<file path="src/rtl/lcd_pkg.sv">
// lcd_pkg: shared constants, SPI mode-0 polarities and FSM state type for the ST7735 SPI writer
package lcd_pkg;
  localparam logic [8:0] DATA_IDLE = 9'h100;
  localparam int DC_BIT = 8;
  localparam logic SCLK_IDLE = 1'b0;
  localparam logic CS_ACTIVE = 1'b0;
  localparam logic CS_IDLE = 1'b1;
  typedef enum logic [2:0] {S_IDLE, S_SHIFT, S_HOLD, S_DONE, S_GAP} lcd_spi_state_t;
endpackage

</file>
<file path="src/rtl/lcd_sclk_tick.sv">
// lcd_sclk_tick: one-cycle tick every CLK_DIV cycles while enabled, counter cleared when disabled
module lcd_sclk_tick #(
  parameter int CLK_DIV = 2
) (
  input  logic sys_clk,
  input  logic sys_rst,
  input  logic en_i,
  output logic tick_o
);
  localparam int W = $clog2(CLK_DIV + 1);
  logic [W-1:0] cnt_q, cnt_d;
  assign tick_o = en_i && cnt_q == W'(CLK_DIV - 1);
  assign cnt_d = (!en_i || tick_o) ? '0 : cnt_q + 1'b1;
  // half-period counter, restarts at every tick and whenever disabled
  always_ff @(posedge sys_clk) begin
    if (sys_rst) cnt_q <= '0;
    else cnt_q <= cnt_d;
  end
endmodule

</file>
<file path="src/rtl/lcd_spi_write.sv">
// lcd_spi_write: 9-bit word to ST7735 4-wire SPI (mode 0, MSB first); LCD_SPI_CS_BURST_EN keeps CS low across a stream
module lcd_spi_write
  import lcd_pkg::*;
#(
  parameter int CLK_DIV    = 2,
  parameter int GAP_CYCLES = 3
) (
  input  logic       sys_clk,
  input  logic       sys_rst,
  input  logic       en_write,
  input  logic [8:0] init_data,
  output logic       wr_done,
  output logic       busy,
  output logic       lcd_cs,
  output logic       lcd_dc,
  output logic       lcd_sclk,
  output logic       lcd_mosi
);
  localparam int GW = $clog2(GAP_CYCLES + 1);
  lcd_spi_state_t state_q, state_d;
  logic [7:0] shreg_q, shreg_d;
  logic [2:0] bit_q, bit_d;
  logic [GW-1:0] gap_q, gap_d;
  logic cs_q, cs_d, sclk_q, sclk_d, mosi_q, mosi_d, dc_q, dc_d, done_q, done_d, busy_q, busy_d;
  logic tick, latch;

  lcd_sclk_tick #(.CLK_DIV(CLK_DIV)) u_tick (
    .sys_clk(sys_clk),
    .sys_rst(sys_rst),
    .en_i(state_q == S_SHIFT || state_q == S_HOLD),
    .tick_o(tick)
  );

  // next state: SCLK phase and MOSI advance only on ticks; the last GAP cycle may latch directly
  always_comb begin
    state_d = state_q;
    shreg_d = shreg_q;
    bit_d = bit_q;
    gap_d = gap_q;
    sclk_d = sclk_q;
    mosi_d = mosi_q;
    dc_d = dc_q;
    latch = 1'b0;
    case (state_q)
      S_IDLE: latch = en_write;
      S_SHIFT: if (tick) begin
        sclk_d = ~sclk_q;
        if (sclk_q) begin
          if (bit_q == 3'd0) state_d = S_HOLD;
          else begin
            bit_d = bit_q - 3'd1;
            shreg_d = shreg_q << 1;
            mosi_d = shreg_q[6];
          end
        end
      end
      S_HOLD: if (tick) state_d = S_DONE;
      S_DONE: begin
        state_d = S_GAP;
        gap_d = '0;
      end
      S_GAP: if (gap_q == GW'(GAP_CYCLES - 1)) begin
        state_d = S_IDLE;
        latch = en_write;
      end else gap_d = gap_q + 1'b1;
      default: state_d = S_IDLE;
    endcase
    if (latch) begin
      state_d = S_SHIFT;
      shreg_d = init_data[7:0];
      bit_d = 3'd7;
      mosi_d = init_data[7];
      dc_d = init_data[DC_BIT];
      sclk_d = SCLK_IDLE;
    end
`ifdef LCD_SPI_CS_BURST_EN
    cs_d = ((state_q == S_GAP || state_q == S_IDLE) && !en_write) ? CS_IDLE :
           (state_d == S_GAP || state_d == S_IDLE) ? cs_q : CS_ACTIVE;
`else
    cs_d = (state_d == S_SHIFT || state_d == S_HOLD) ? CS_ACTIVE : CS_IDLE;
`endif
    done_d = state_d == S_DONE;
    busy_d = state_d != S_IDLE;
  end

  // state and registered outputs; reset aborts any byte in flight without a done pulse
  always_ff @(posedge sys_clk) begin
    if (sys_rst) begin
      state_q <= S_IDLE;
      shreg_q <= '0;
      bit_q <= '0;
      gap_q <= '0;
      cs_q <= CS_IDLE;
      sclk_q <= SCLK_IDLE;
      mosi_q <= 1'b0;
      dc_q <= 1'b0;
      done_q <= 1'b0;
      busy_q <= 1'b0;
    end else begin
      state_q <= state_d;
      shreg_q <= shreg_d;
      bit_q <= bit_d;
      gap_q <= gap_d;
      cs_q <= cs_d;
      sclk_q <= sclk_d;
      mosi_q <= mosi_d;
      dc_q <= dc_d;
      done_q <= done_d;
      busy_q <= busy_d;
    end
  end

  assign wr_done = done_q;
  assign busy = busy_q;
  assign lcd_cs = cs_q;
  assign lcd_dc = dc_q;
  assign lcd_sclk = sclk_q;
  assign lcd_mosi = mosi_q;
endmodule

</file>
<file path="config.mk">
export PLATFORM = sky130hd
export DESIGN_NAME = lcd_spi_write
export DESIGN_NICKNAME = d
export VERILOG_FILES = /design/src/rtl/lcd_pkg.sv /design/src/rtl/lcd_sclk_tick.sv /design/src/rtl/lcd_spi_write.sv
export SDC_FILE = /design/constraint.sdc
export NUM_CORES = 1
export LEC_CHECK = 0
export CAP_MARGIN = 10
export CORE_ASPECT_RATIO = 0.75
export CORE_MARGIN = 5
export CORE_UTILIZATION = 51
export CTS_CLUSTER_DIAMETER = 100
export DETAILED_ROUTE_END_ITERATION = 8
export GPL_TIMING_DRIVEN = 0
export PLACE_DENSITY = 0.83
export SETUP_SLACK_MARGIN = 0.1
export SLEW_MARGIN = 10
export SYNTH_ARGS = -nofsm -noshare
export SYNTH_HDL_FRONTEND = slang
export SYNTH_SLANG_ARGS = --single-unit
export TNS_END_PERCENT = 30
</file>
<file path="constraint.sdc">
create_clock -name sys_clk -period 2.9 [get_ports sys_clk]
set_input_delay 0.435 -clock sys_clk [delete_from_list [all_inputs] [get_ports sys_clk]]
set_output_delay 0.435 -clock sys_clk [all_outputs]
set_load 0.1 [all_outputs]
</file>
---- Yosys cells after proc, flatten, opt, wreduce, memory -nomap -nowiden ----
Cells that the tools add are included.
operators by class
  add/subtract/negate cells ............... 3
  $mul .................................... 0
  div/mod/pow operators ................... 0
  $lt $le $gt $ge ......................... 0
  equal/unequal tests ..................... 11
  shift operators ......................... 0
  mux-type cells .......................... 27
  bitwise operators ....................... 1
  reduce and logical (&&, ||, !) cells .... 17
operators with widths
  operator                                                                count
  7-bit 2-to-1 mux                                                        5
  3-bit 2-to-1 mux                                                        11
  3-bit one-hot mux with 5 select lines                                   1
  3-bit by 2-bit equality test with 1-bit output (second input constant)  4
  2-bit nonzero test                                                      4
  1-bit 2-to-1 mux                                                        7
  3-bit by 1-bit equality test with 1-bit output (second input constant)  2
  3-bit zero test                                                         2
  2-bit by 1-bit adder with 2-bit output (second input constant)          2
  2-bit != test (second input constant)                                   2
  2-bit one-hot mux with 2 select lines                                   1
  2-bit AND reduction                                                     2
  4-bit AND reduction                                                     1
  2-bit OR reduction                                                      2
  3-bit equality test (second input constant)                             1
  1-bit logical OR                                                        3
  3-bit nonzero test                                                      1
  3-bit by 1-bit subtractor with 3-bit output (second input constant)     1
  2-bit by 1-bit equality test with 1-bit output (second input constant)  1
  2-bit equality test (second input constant)                             1
  2-bit 2-to-1 mux                                                        1
  1-bit one-hot mux with 2 select lines                                   1
  1-bit logical AND                                                       1
  1-bit zero test                                                         1
  1-bit NOT                                                               1
storage, ports and cells
  bits in registers ....................... 23
  bits in latches ......................... 0
  RAM bits ................................ 0
  memory bits (read-only) ................. 0
  bits of input ports ..................... 12
  logic and storage cells ................. 70
  memories ................................ 0

---- Depth between registers and ports, before layout ----
Gate-level depths: netlist of run 1.
  depth after elaboration ................. 9
  depth in mapped cells ................... 6
  mapped depth without buffers ............ 5

---- Hierarchy ----
Synthesis of run 1 repeated with hierarchy kept, for this count alone.
unflattened totals
  cell total of the unflattened synthesis .. 135
  area, all modules ....................... 1224.9 sq um
by module, submodules not included
  module         times used  cells each  area each (sq um)  sequential area each (sq um)
  lcd_spi_write  1           128         1131.1             420.4
  lcd_sclk_tick  1           7           93.8               40.0

---- Least setup slack after synthesis of run 1 ----
OpenSTA, ideal clock, no wires.
  path type ............................... reg2reg
  from .................................... register sclk_q (netlist: lcd_sclk)
  to ...................................... register bit_q[2]
  setup time .............................. 0.074 ns
  arrival time ............................ 1.880 ns
  setup slack ............................. 0.946 ns
  stages on the path, launching flop included .. 5
  buffers on the path ..................... 1
  period minus slack after synthesis ...... 1.954 ns
  cells stage by stage .................... dfxtp_1 > buf_2 > nand2_1 > or4_1 > a31oi_1
on the way
  longest elaborated chain between the ends .. 2
ends and longest elaborated chain
  what                           RTL line              text
  from (decl)                    lcd_spi_write.sv:24   logic cs_q, cs_d, sclk_q, sclk_d, mosi_q, mosi_d, dc_q, dc_d, done_q, done_d, busy_q, busy_d;
  from (signal assigned)         lcd_spi_write.sv:105  sclk_q <= sclk_d;
  2-bit nonzero test (no line)   --
  4-bit AND reduction (no line)  --
  to (signal assigned)           lcd_spi_write.sv:102  bit_q <= bit_d;
  to (decl)                      lcd_spi_write.sv:22   logic [2:0] bit_q, bit_d;
No other way between the ends.
A chain may end at the register's enable or synchronous reset.

---- Worst setup path in the final report of run 1 ----
  from .................................... register sclk_q (netlist: lcd_sclk)
  to ...................................... output port lcd_sclk
RTL lines
  what       RTL line             text
  to (decl)  lcd_spi_write.sv:16  output logic lcd_sclk,
No word-level cell between the ends.

==> summary.md, run 1 <==
| Metric | Value |
|---|---|
| Clock Latency Late Sink | `0.33 ns` |
| Antenna cells | `0` |
| WP data arrival | `1.88 ns` |
| Mean Syn Cell Area | `slightly below 9 sq um` |
| Starting Density | `52.67%` |
| Global-route wire length before repair | `between 5 and 6 mm` |
| Die W | `65.69 um` |
| WHS Endpoint | `u_tick.cnt_q[0]` |
| Critical Path Fanout Max | `4` |
| Worst min path class | `reg2reg` |
| CP max stage delay | `1.15 ns` |
| Crit path buf inv count | `1` |
| Hold path start | `u_tick.cnt_q[0]` |
| Die ar. | `about 3400 sq um` |
| Worst-path clk slew | `0.14 ns` |
| Die Y | `51.77 um` |
| Post-synth EDFFs | `0` |
| Fin nets | `175` |
| Row cnt | `15` |
| Top delay family on crit path | `buffers and inverters` |
| RSZ-0062 raised after global routing | `false` |
| Worst-path cell with the longest stage delay | `clkdlybuf4s50_1` |
| Peak VDD IR | `0.0002805 V` |
| Slew Limit Fails | `0` |
| DP HPWL | `2.099 mm` |
| Maximum clock rate | `0.4313 GHz` |
| Synthesized area | `~1200 sq um` |
| Setup TNS | `0 ns` |
| ANT nets after route | `0` |
| TritonCTS clock tree | `done` |
| CTS Buf Count | `3` |
| Commonest non-fill, non-tap cell in the layout | `dfxtp_1` |
| Status | `finished, final reports clean` |
| Sequential-to-total area share from yosys stat | `38.82%` |
| Post-route DRC | `0` |
| Routed len/inst | `16.31 um` |
| Post-CTS Resized | `0` |
| Post-CTS Setup Bufs | `0` |
| Post-Syn Instances | `137` |
| Reg2Reg Setup Slack | `1.14 ns` |
| IO Port Bufs | `17` |
| Non-filler cells, final | `around 180` |
| # IOs | `18` |
| Root Buffer | `clkbuf_4` |
| Vias | `1,161` |
| 1st-iter DRT viols | `61` |
| Worst Max-Slew Pin Slew | `slightly below 1 ns` |
| Core ar. | `2252 sq um` |
| GRT overflow | `0` |
| Leak pwr | `0.4817 nW` |
| Clk_skew | `0.01153 ns` |
| FF-to-FF End | `lcd_mosi` |
| Max Cap Violations | `0` |
| Final core occ | `62.78%` |
| Power Density | `approximately 460 nW/um^2` |
| # setup viols final | `0` |
| Final period util | `79.94%` |
| Total Routed Length | `2.985 mm` |
| Critical path endpoint category | `primary output` |
| Post-CTS Hold Fix Bufs | `0` |
| Layout area overhead | `19.20%` |
| Initial antenna violation count | `0` |
| #FFs+latches synth | `23` |
| First-pass iteration count of the detailed router | `4` |
| Area leader, netlist | `dfxtp_1` |
| Clk buf depth | `2` |
| Clk sinks | `23` |
| Startpoint types | `register` |
| Syn nets | `around 150` |
| Placer Congestion | `0.8433` |
| Worst Hold Path Cells | `1` |
| Pin count of the biggest net entering global routing | `13` |
| Final hold viol count | `0` |
| Share of cells above drive strength 1 | `8.228%` |
| Synth warn | `0` |
| Cell Chain, Critical Path | `clkdlybuf4s50_1` |
| Vias per cell | `6.344` |
| Crit path time final | `2.318 ns` |
| Post-synth top flop | `dfxtp_1` |
| Reg-to-Reg Start | `bit_q[0]` |
| Pwr Total | `0.6491 mW` |
| Top-area cell type share of the netlist area | `38.82%` |
| Dpl cells | `179` |
| Worst EP required | `2.47 ns` |
| H-tree depth | `1` |
| Commonest cells after routing, fill and taps aside | `23 x dfxtp_1, 17 x clkdlybuf4s50_1, 10 x nand4_1, 10 x nor3_1` |
| Count of unique library cells instantiated by Yosys | `37` |
| Vias in the first global route | `roughly 1,100` |
| Synth top area cells | `dfxtp_1 39%, nand4_1 5.3%, a311oi_1 5.2%` |
| Crit Path Category | `reg2out` |
| Asr flop ratio synth | `0%` |
| Worst Reg-to-Reg Cells | `6` |
| Slew margin rel. | `34.38%` |
| GRT Resource Usage Total | `about a fifth` |
-- cells by family after synthesis --
group | count (synthesis) | share of synthesized area (%)
xor+xnor | 2 | 1.477
compound gates | 36 | 22.36
buf+inv | 22 | 8.438
simple gates | 50 | 24.68
flops | 23 | 38.82
fa+ha+maj | 4 | 4.220
-- per-stage QoR --
step	setup slack (ns)	instance area, sq um	hold WS, ns
finish	0.5817	1414	0.4275
global route	0.5416	1414	0.4603
CTS	0.5837	1414	0.4340
detailed placement	0.8918	1388	0.4154
global placement	0.9224	1388	0.4057
floorplan	0.9461	1186	0.3974
-- per-layer routing --
metal | global-route usage, % | part of all wire [%] | vias up
met1 | 23.94 | 43 | 541
met3 | 3.240 | 7.2 | 6
met4 | 4.828 | 1.4 | 0
met2 | 32.45 | 48 | 54
li1 | - | - | 560
met5 | 0 | 0 | -
-- final cells by class --
cell class / instances / area, sq um
fill: 189 / 838.3
multi-input combinational: 92 / 625.6
sequential: 23 / 460.4
timing repair buffer: 17 / 170.2
buffer: 14 / 70.07
tap: 25 / 31.28
inverter: 8 / 30.03
clock buffer: 4 / 26.28
-- worst max path at each step --
stage          slack, ns     start  depth (start not counted)    endpoint
2_1_floorplan       0.95  lcd_sclk                          4    bit_q[2]
3_3_place_gp        0.92   sys_rst                          4  shreg_q[1]
3_5_place_dp        0.89   sys_rst                          4  shreg_q[1]
4_1_cts             0.58  lcd_sclk                          1    lcd_sclk
5_1_grt             0.54  lcd_sclk                          1    lcd_sclk
6_report            0.58  lcd_sclk                          1    lcd_sclk
-- synthesized netlist by cell type, types with 2 or more instances --
master and instances:
nand2b_1 3, nand4_1 10, nor2_1 8, buf_4 3, dfxtp_1 23, o31ai_1 8
xnor2_1 2, clkbuf_1 4, nor2b_1 2, a31oi_1 3, buf_2 5, nor3_1 10
or4_1 3, a21oi_1 3, o32ai_1 2, o21ai_1 3, o21ai_0 2, o311ai_1 2
ha_1 4, nand2_1 6, buf_1 2, inv_1 8, a311oi_1 7
-- where the power goes --
group | leakage, nW | total [mW] | internal, mW | switching, mW
logic | 0.277 | 0.146 | 0.0515 | 0.0941
clock network | 0.0150 | 0.157 | 0.0540 | 0.103
registers | 0.189 | 0.346 | 0.335 | 0.0111
-- state kept, by name, indices dropped and copies added, names as in the netlist, 2 cells and up --
| name | flops |
|---|---|
| state_q | 3 |
| u_tick.cnt_q | 2 |
| gap_q | 2 |
| shreg_q | 7 |
| bit_q | 3 |
Note: power is estimated with default switching activity, not from simulation.
==> inputs of run 2 (changes only) <==
CORE_UTILIZATION = 47   (was 51)
PLACE_DENSITY = 0.81   (was 0.83)
clock period = 2 ns   (was 2.9 ns; I/O delays follow)
==> run 2 against run 1 <==
  * Critical path depth is the same
  * Design area grew 0.44%
  * Global-route usage is essentially flat
  * Cell count grew 4.9%
  * Highest routed layer unchanged
  * Register-to-register slack lost 0.79 ns
  * Sequential share of layout area shrank 0.055 points
  * Die area grew 7.0%
  * Routed wire length shrank 1.4%
  * Non-clock buffer count is the same
  * Combinational power grew 41%
==> summary.md, run 2 (same netlist as run 1, synthesis figures left out) <==
| Metric | Value |
|---|---|
| Status | `finished, final reports clean` |
| CTS Buf Count | `3` |
| Initial antenna violation count | `0` |
| Crit path time final | `1.839 ns` |
| GRT overflow | `0` |
| Fin nets | `175` |
| Post-CTS Hold Fix Bufs | `0` |
| Routed len/inst | `approximately 15 um` |
| # setup viols final | `0` |
| # IOs | `18` |
| Design Area, Final | `1420 sq um` |
| Clock Latency Late Sink | `a little over 0.3 ns` |
| Antenna cells | `0` |
| Peak VDD IR | `about 0.00047 V` |
| GRT Resource Usage Total | `18.66%` |
| Die Y | `53.51 um` |
| Top reg by flops | `shreg_q` |
| Max Cap Violations | `0` |
| Root Buffer | `clkbuf_4` |
| Final core occ | `between 60% and 70%` |
| WP data arrival | `1.54 ns` |
| First-pass iteration count of the detailed router | `4` |
| Post-CTS Setup Bufs | `0` |
| Max reg flops | `7` |
| Critical path endpoint category | `primary output` |
| Slew Limit Fails | `0` |
| Vias per cell | `6.016` |
| Clk sinks | `23` |
| 1st-iter DRT viols | `91` |
| Worst-path clk slew | `around 0.12 ns` |
| Global-route wire length before repair | `5.112 mm` |
| Final period util | `91.94%` |
| Final hold viol count | `0` |
| Power Density | `652.6 nW/um^2` |
| ANT nets after route | `0` |
| Commonest cells after routing, fill and taps aside | `22 x dfxtp_1, 11 x clkdlybuf4s50_1, 10 x nand4_1, 10 x nor3_1` |
| Post-route DRC | `0` |
| Vias | `1,155` |
| Commonest non-fill, non-tap cell in the layout | `dfxtp_1` |
| Die ar. | `3639 sq um` |
| Worst Hold Path Cells | `1` |
| Die W | `68.01 um` |
| Pin count of the biggest net entering global routing | `13` |
| TritonCTS clock tree | `done` |
| Share of cells above drive strength 1 | `8.861%` |
| H-tree depth | `1` |
| Row cnt | `15` |
| Clk buf depth | `2` |
| Startpoint types | `register` |
| Filler instances | `206` |
| Worst min path class | `reg2reg` |
| Vias in the first global route | `1,112` |
| Worst Reg-to-Reg Cells | `5` |
| Total Routed Length | `a little under 3 mm` |
| Multi-input logic area | `625.6 sq um` |
| Critical Path Fanout Max | `2` |
| Setup TNS | `0 ns` |
| Cell Chain, Critical Path | `dlygate4sd2_1` |
| CP max stage delay | `0.86 ns` |
| Slew margin rel. | `36.32%` |
| Placer Congestion | `0.7939` |
| Worst Max-Slew Pin Slew | `0.9590 ns` |
| Register area | `461.7 sq um` |
| Largest regs | `shreg_q: 7 flops, bit_q: 3 flops, state_q: 3 flops` |
| Starting Density | `50.56%` |
| Leak pwr | `0.4984 nW` |
| Core ar. | `2346 sq um` |
| Cell Area, Placed | `1400 sq um` |
| Maximum clock rate | `0.5438 GHz` |
| Clk_skew | `0.001947 ns` |
| Critical path depth | `1` |
| Top delay family on crit path | `buffers and inverters` |
| DP HPWL | `2.067 mm` |
| Layout area overhead | `19.73%` |
| Crit path buf inv count | `1` |
| IO Port Bufs | `17` |
| RSZ-0062 raised after global routing | `false` |
| Worst EP required | `roughly 1.7 ns` |
| Crit Path Category | `reg2out` |
| Worst-path cell with the longest stage delay | `dlygate4sd2_1` |
## run 2: changes by cell type in the layout (fill, tap and decap cells not counted), sizes merged
cell           previous run  this run
clkdlybuf4s50            17        11
clkdlybuf4s15             0         1
dlygate4sd2               0         5
## run 2: stage by stage
| step | hold WS, ns | worst slack [ns] | total power, mW | std cells |
|---|---|---|---|---|
| 3_3_place_gp | 0.4052 | 0.1733 | 0.7141 | 188 |
| 2_1_floorplan | 0.3974 | 0.3955 | 0.6538 | 137 |
| 4_1_cts | 0.4499 | 0.1439 | 0.9339 | 192 |
| 3_5_place_dp | 0.4319 | 0.1274 | 0.7198 | 188 |
| 5_1_grt | 0.4630 | 0.1018 | 0.9781 | 192 |
| 6_report | 0.4414 | 0.1612 | 0.9267 | 192 |
## run 2: repair_timing
| item | CTS | global route |
|---|---|---|
| pin swaps | 0 | 0 |
| gates resized for setup | 6 | 1 |
| endpoints found under the setup margin | 6 | 1 |
## run 2: area by class of cell
type                       count  area share, %
multi-input combinational     92          44.05
sequential                    23          32.51
timing repair buffer          17          11.54
buffer                        14          4.934
tap                           34          2.996
inverter                       8          2.115
clock buffer                   4          1.850
## run 2: path summary, 6_finish.rpt
path              slack [ns]               to       startpoint
setup / recovery        0.16         lcd_mosi         lcd_mosi
hold / removal          0.44  u_tick.cnt_q[0]  u_tick.cnt_q[0]
setup reg to reg        0.35         bit_q[1]  u_tick.cnt_q[0]
hold reg to reg         0.44  u_tick.cnt_q[0]  u_tick.cnt_q[0]
## run 2: routing by layer
| layer | track usage, % | vias to the layer above | wire length (um) |
|---|---|---|---|
| li1 | - | 568 | - |
| met1 | 24.90 | 543 | 1372 |
| met2 | 28.64 | 42 | 1342 |
| met3 | 4.459 | 2 | 203 |
| met4 | 7.921 | 0 | 23 |
| met5 | 0 | - | 0 |
## run 2: report_power, final
| part | internal [mW] | switching (mW) |
|---|---|---|
| Combinational | 0.0702 | 0.136 |
| Clock | 0.0781 | 0.140 |
| Sequential | 0.486 | 0.0160 |
| Total | 0.634 | 0.293 |
==> inputs of run 3 (changes only) <==
CORE_MARGIN = default   (was 5)
CTS_CLUSTER_SIZE = 14   (was default)
==> run 3 against run 2 <==
  * Clock power up 2%
  * Sequential power about the same
  * Critical path depth did not move
  * Clock skew decreased by 0.00075 ns
  * Power grew 0.42%
  * Critical path type unchanged
  * Highest routed layer unchanged
==> summary.md, run 3 (same netlist as run 1, synthesis figures left out) <==
| Metric | Value |
|---|---|
| Total Routed Length | `2.921 mm` |
| Core ar. | `around 2300 sq um` |
| IO Port Bufs | `17` |
| Clk buf depth | `2` |
| Critical path endpoint category | `primary output` |
| Vias in the first global route | `1,008` |
| Final core occ | `60.48%` |
| Crit path time final | `1.852 ns` |
| Worst-path clk slew | `0.13 ns` |
| Clk sinks | `23` |
| Startpoint types | `register` |
| Layout area overhead | `19.62%` |
| Initial antenna violation count | `0` |
| Worst Max-Slew Pin Slew | `0.9561 ns` |
| CTS Buf Count | `3` |
| Status | `finished, final reports clean` |
| Post-CTS Setup Bufs | `0` |
| Row cnt | `15` |
| H-tree depth | `1` |
| Root Buffer | `clkbuf_4` |
| Die W | `approximately 60 um` |
| Share of cells above drive strength 1 | `8.861%` |
| Clock Latency Late Sink | `0.31 ns` |
| Largest regs | `shreg_q: 7 flops, bit_q: 3 flops, state_q: 3 flops` |
| Peak VDD IR | `between 0.0003 and 0.0004 V` |
| Post-CTS Hold Fix Bufs | `0` |
| Max reg flops | `7` |
| DP HPWL | `2.039 mm` |
| Worst-path cell with the longest stage delay | `dlygate4sd2_1` |
| Slew margin rel. | `36.51%` |
| # IOs | `18` |
| Max Cap Violations | `0` |
| Vias | `1,194` |
| Crit path buf inv count | `1` |
| GRT overflow | `0` |
| TritonCTS clock tree | `done` |
| GRT Resource Usage Total | `23.11%` |
| Die Y | `45.51 um` |
| Pin count of the biggest net entering global routing | `13` |
| WP data arrival | `1.55 ns` |
| Vias per cell | `6.219` |
| Critical Path Fanout Max | `2` |
| Commonest cells after routing, fill and taps aside | `22 x dfxtp_1, 11 x clkdlybuf4s50_1, 10 x nand4_1, 10 x nor3_1` |
| Fin nets | `between 150 and 200` |
| # setup viols final | `0` |
| RSZ-0062 raised after global routing | `false` |
| Final period util | `92.62%` |
| Placer Congestion | `0.8362` |
| Crit Path Category | `reg2out` |
| Top reg by flops | `shreg_q` |
| Routed len/inst | `15.21 um` |
| Maximum clock rate | `0.5398 GHz` |
| CP max stage delay | `0.86 ns` |
| Setup TNS | `0 ns` |
| Final hold viol count | `0` |
| First-pass iteration count of the detailed router | `4` |
| Slew Limit Fails | `0` |
| Worst EP required | `1.70 ns` |
| Worst min path class | `reg2reg` |
| 1st-iter DRT viols | `between 40 and 50` |
| Leak pwr | `between 0.5 and 0.6 nW` |
| Filler instances | `211` |
| ANT nets after route | `0` |
| Antenna cells | `0` |
| Clk_skew | `about 0.0012 ns` |
| Die ar. | `~2700 sq um` |
| Commonest non-fill, non-tap cell in the layout | `dfxtp_1` |
| Top delay family on crit path | `buffers and inverters` |
| Cell Chain, Critical Path | `dlygate4sd2_1` |
| Global-route wire length before repair | `4.678 mm` |
| Post-route DRC | `0` |
| Power Density | `655.9 nW/um^2` |
| Starting Density | `50.56%` |
run 3: changes by cell type in the layout (fill, tap and decap cells not counted):
cell             delta
clkdlybuf4s15_1     -1
dlygate4sd2_1       +1
run 3: through the flow:
stage / worst slack [ns] / total power [mW] / hold WS [ns] / std cells / area, sq um
5_1_grt: 0.1115 / 0.9689 / 0.4498 / 192 / 1419
3_5_place_dp: 0.1437 / 0.7203 / 0.4216 / 188 / 1400
6_report: 0.1476 / 0.9306 / 0.4353 / 192 / 1419
3_3_place_gp: 0.1720 / 0.7141 / 0.4062 / 188 / 1400
2_1_floorplan: 0.3955 / 0.6538 / 0.3974 / 137 / 1187
4_1_cts: 0.1503 / 0.9300 / 0.4399 / 192 / 1419
run 3: report_power, final:
| group | internal (mW) | switching [mW] | leakage (nW) |
|---|---|---|---|
| logic | 0.0699 | 0.137 | 0.297 |
| clock network | 0.0779 | 0.144 | 0.0150 |
| registers | 0.486 | 0.0156 | 0.190 |
| total | 0.634 | 0.297 | 0.502 |
run 3: metal layers:
metal | GRT usage, % | vias to the layer above | routed length [um]
met5 | 0 | - | 0
met4 | 4.651 | 0 | 30
met3 | 5.398 | 4 | 252
met2 | 34.67 | 63 | 1363
met1 | 33.80 | 560 | 1274
li1 | - | 567 | -
run 3: final timing paths:
kind              startpoint  cells after the start  slack (ns)               to
max                 lcd_mosi                      1        0.15         lcd_mosi
min          u_tick.cnt_q[0]                      1        0.44  u_tick.cnt_q[0]
max reg2reg  u_tick.cnt_q[0]                      5        0.36         bit_q[1]
min reg2reg  u_tick.cnt_q[0]                      1        0.44  u_tick.cnt_q[0]
run 3: repair_timing:
| item | in CTS | in global routing |
|---|---|---|
| hold endpoints to repair | 0 | 0 |
| resized for setup | 6 | 0 |
| endpoints found under the setup margin | 6 | 0 |
run 3: layout make-up:
class	instances	area (sq um)	share of cell area, %
timing repair buffer	17	162.7	11.46
clock buffer	4	26.28	1.852
multi-input combinational	92	625.6	44.09
buffer	14	70.07	4.938
sequential	23	461.7	32.54
inverter	8	30.03	2.116
tap	34	42.54	2.998
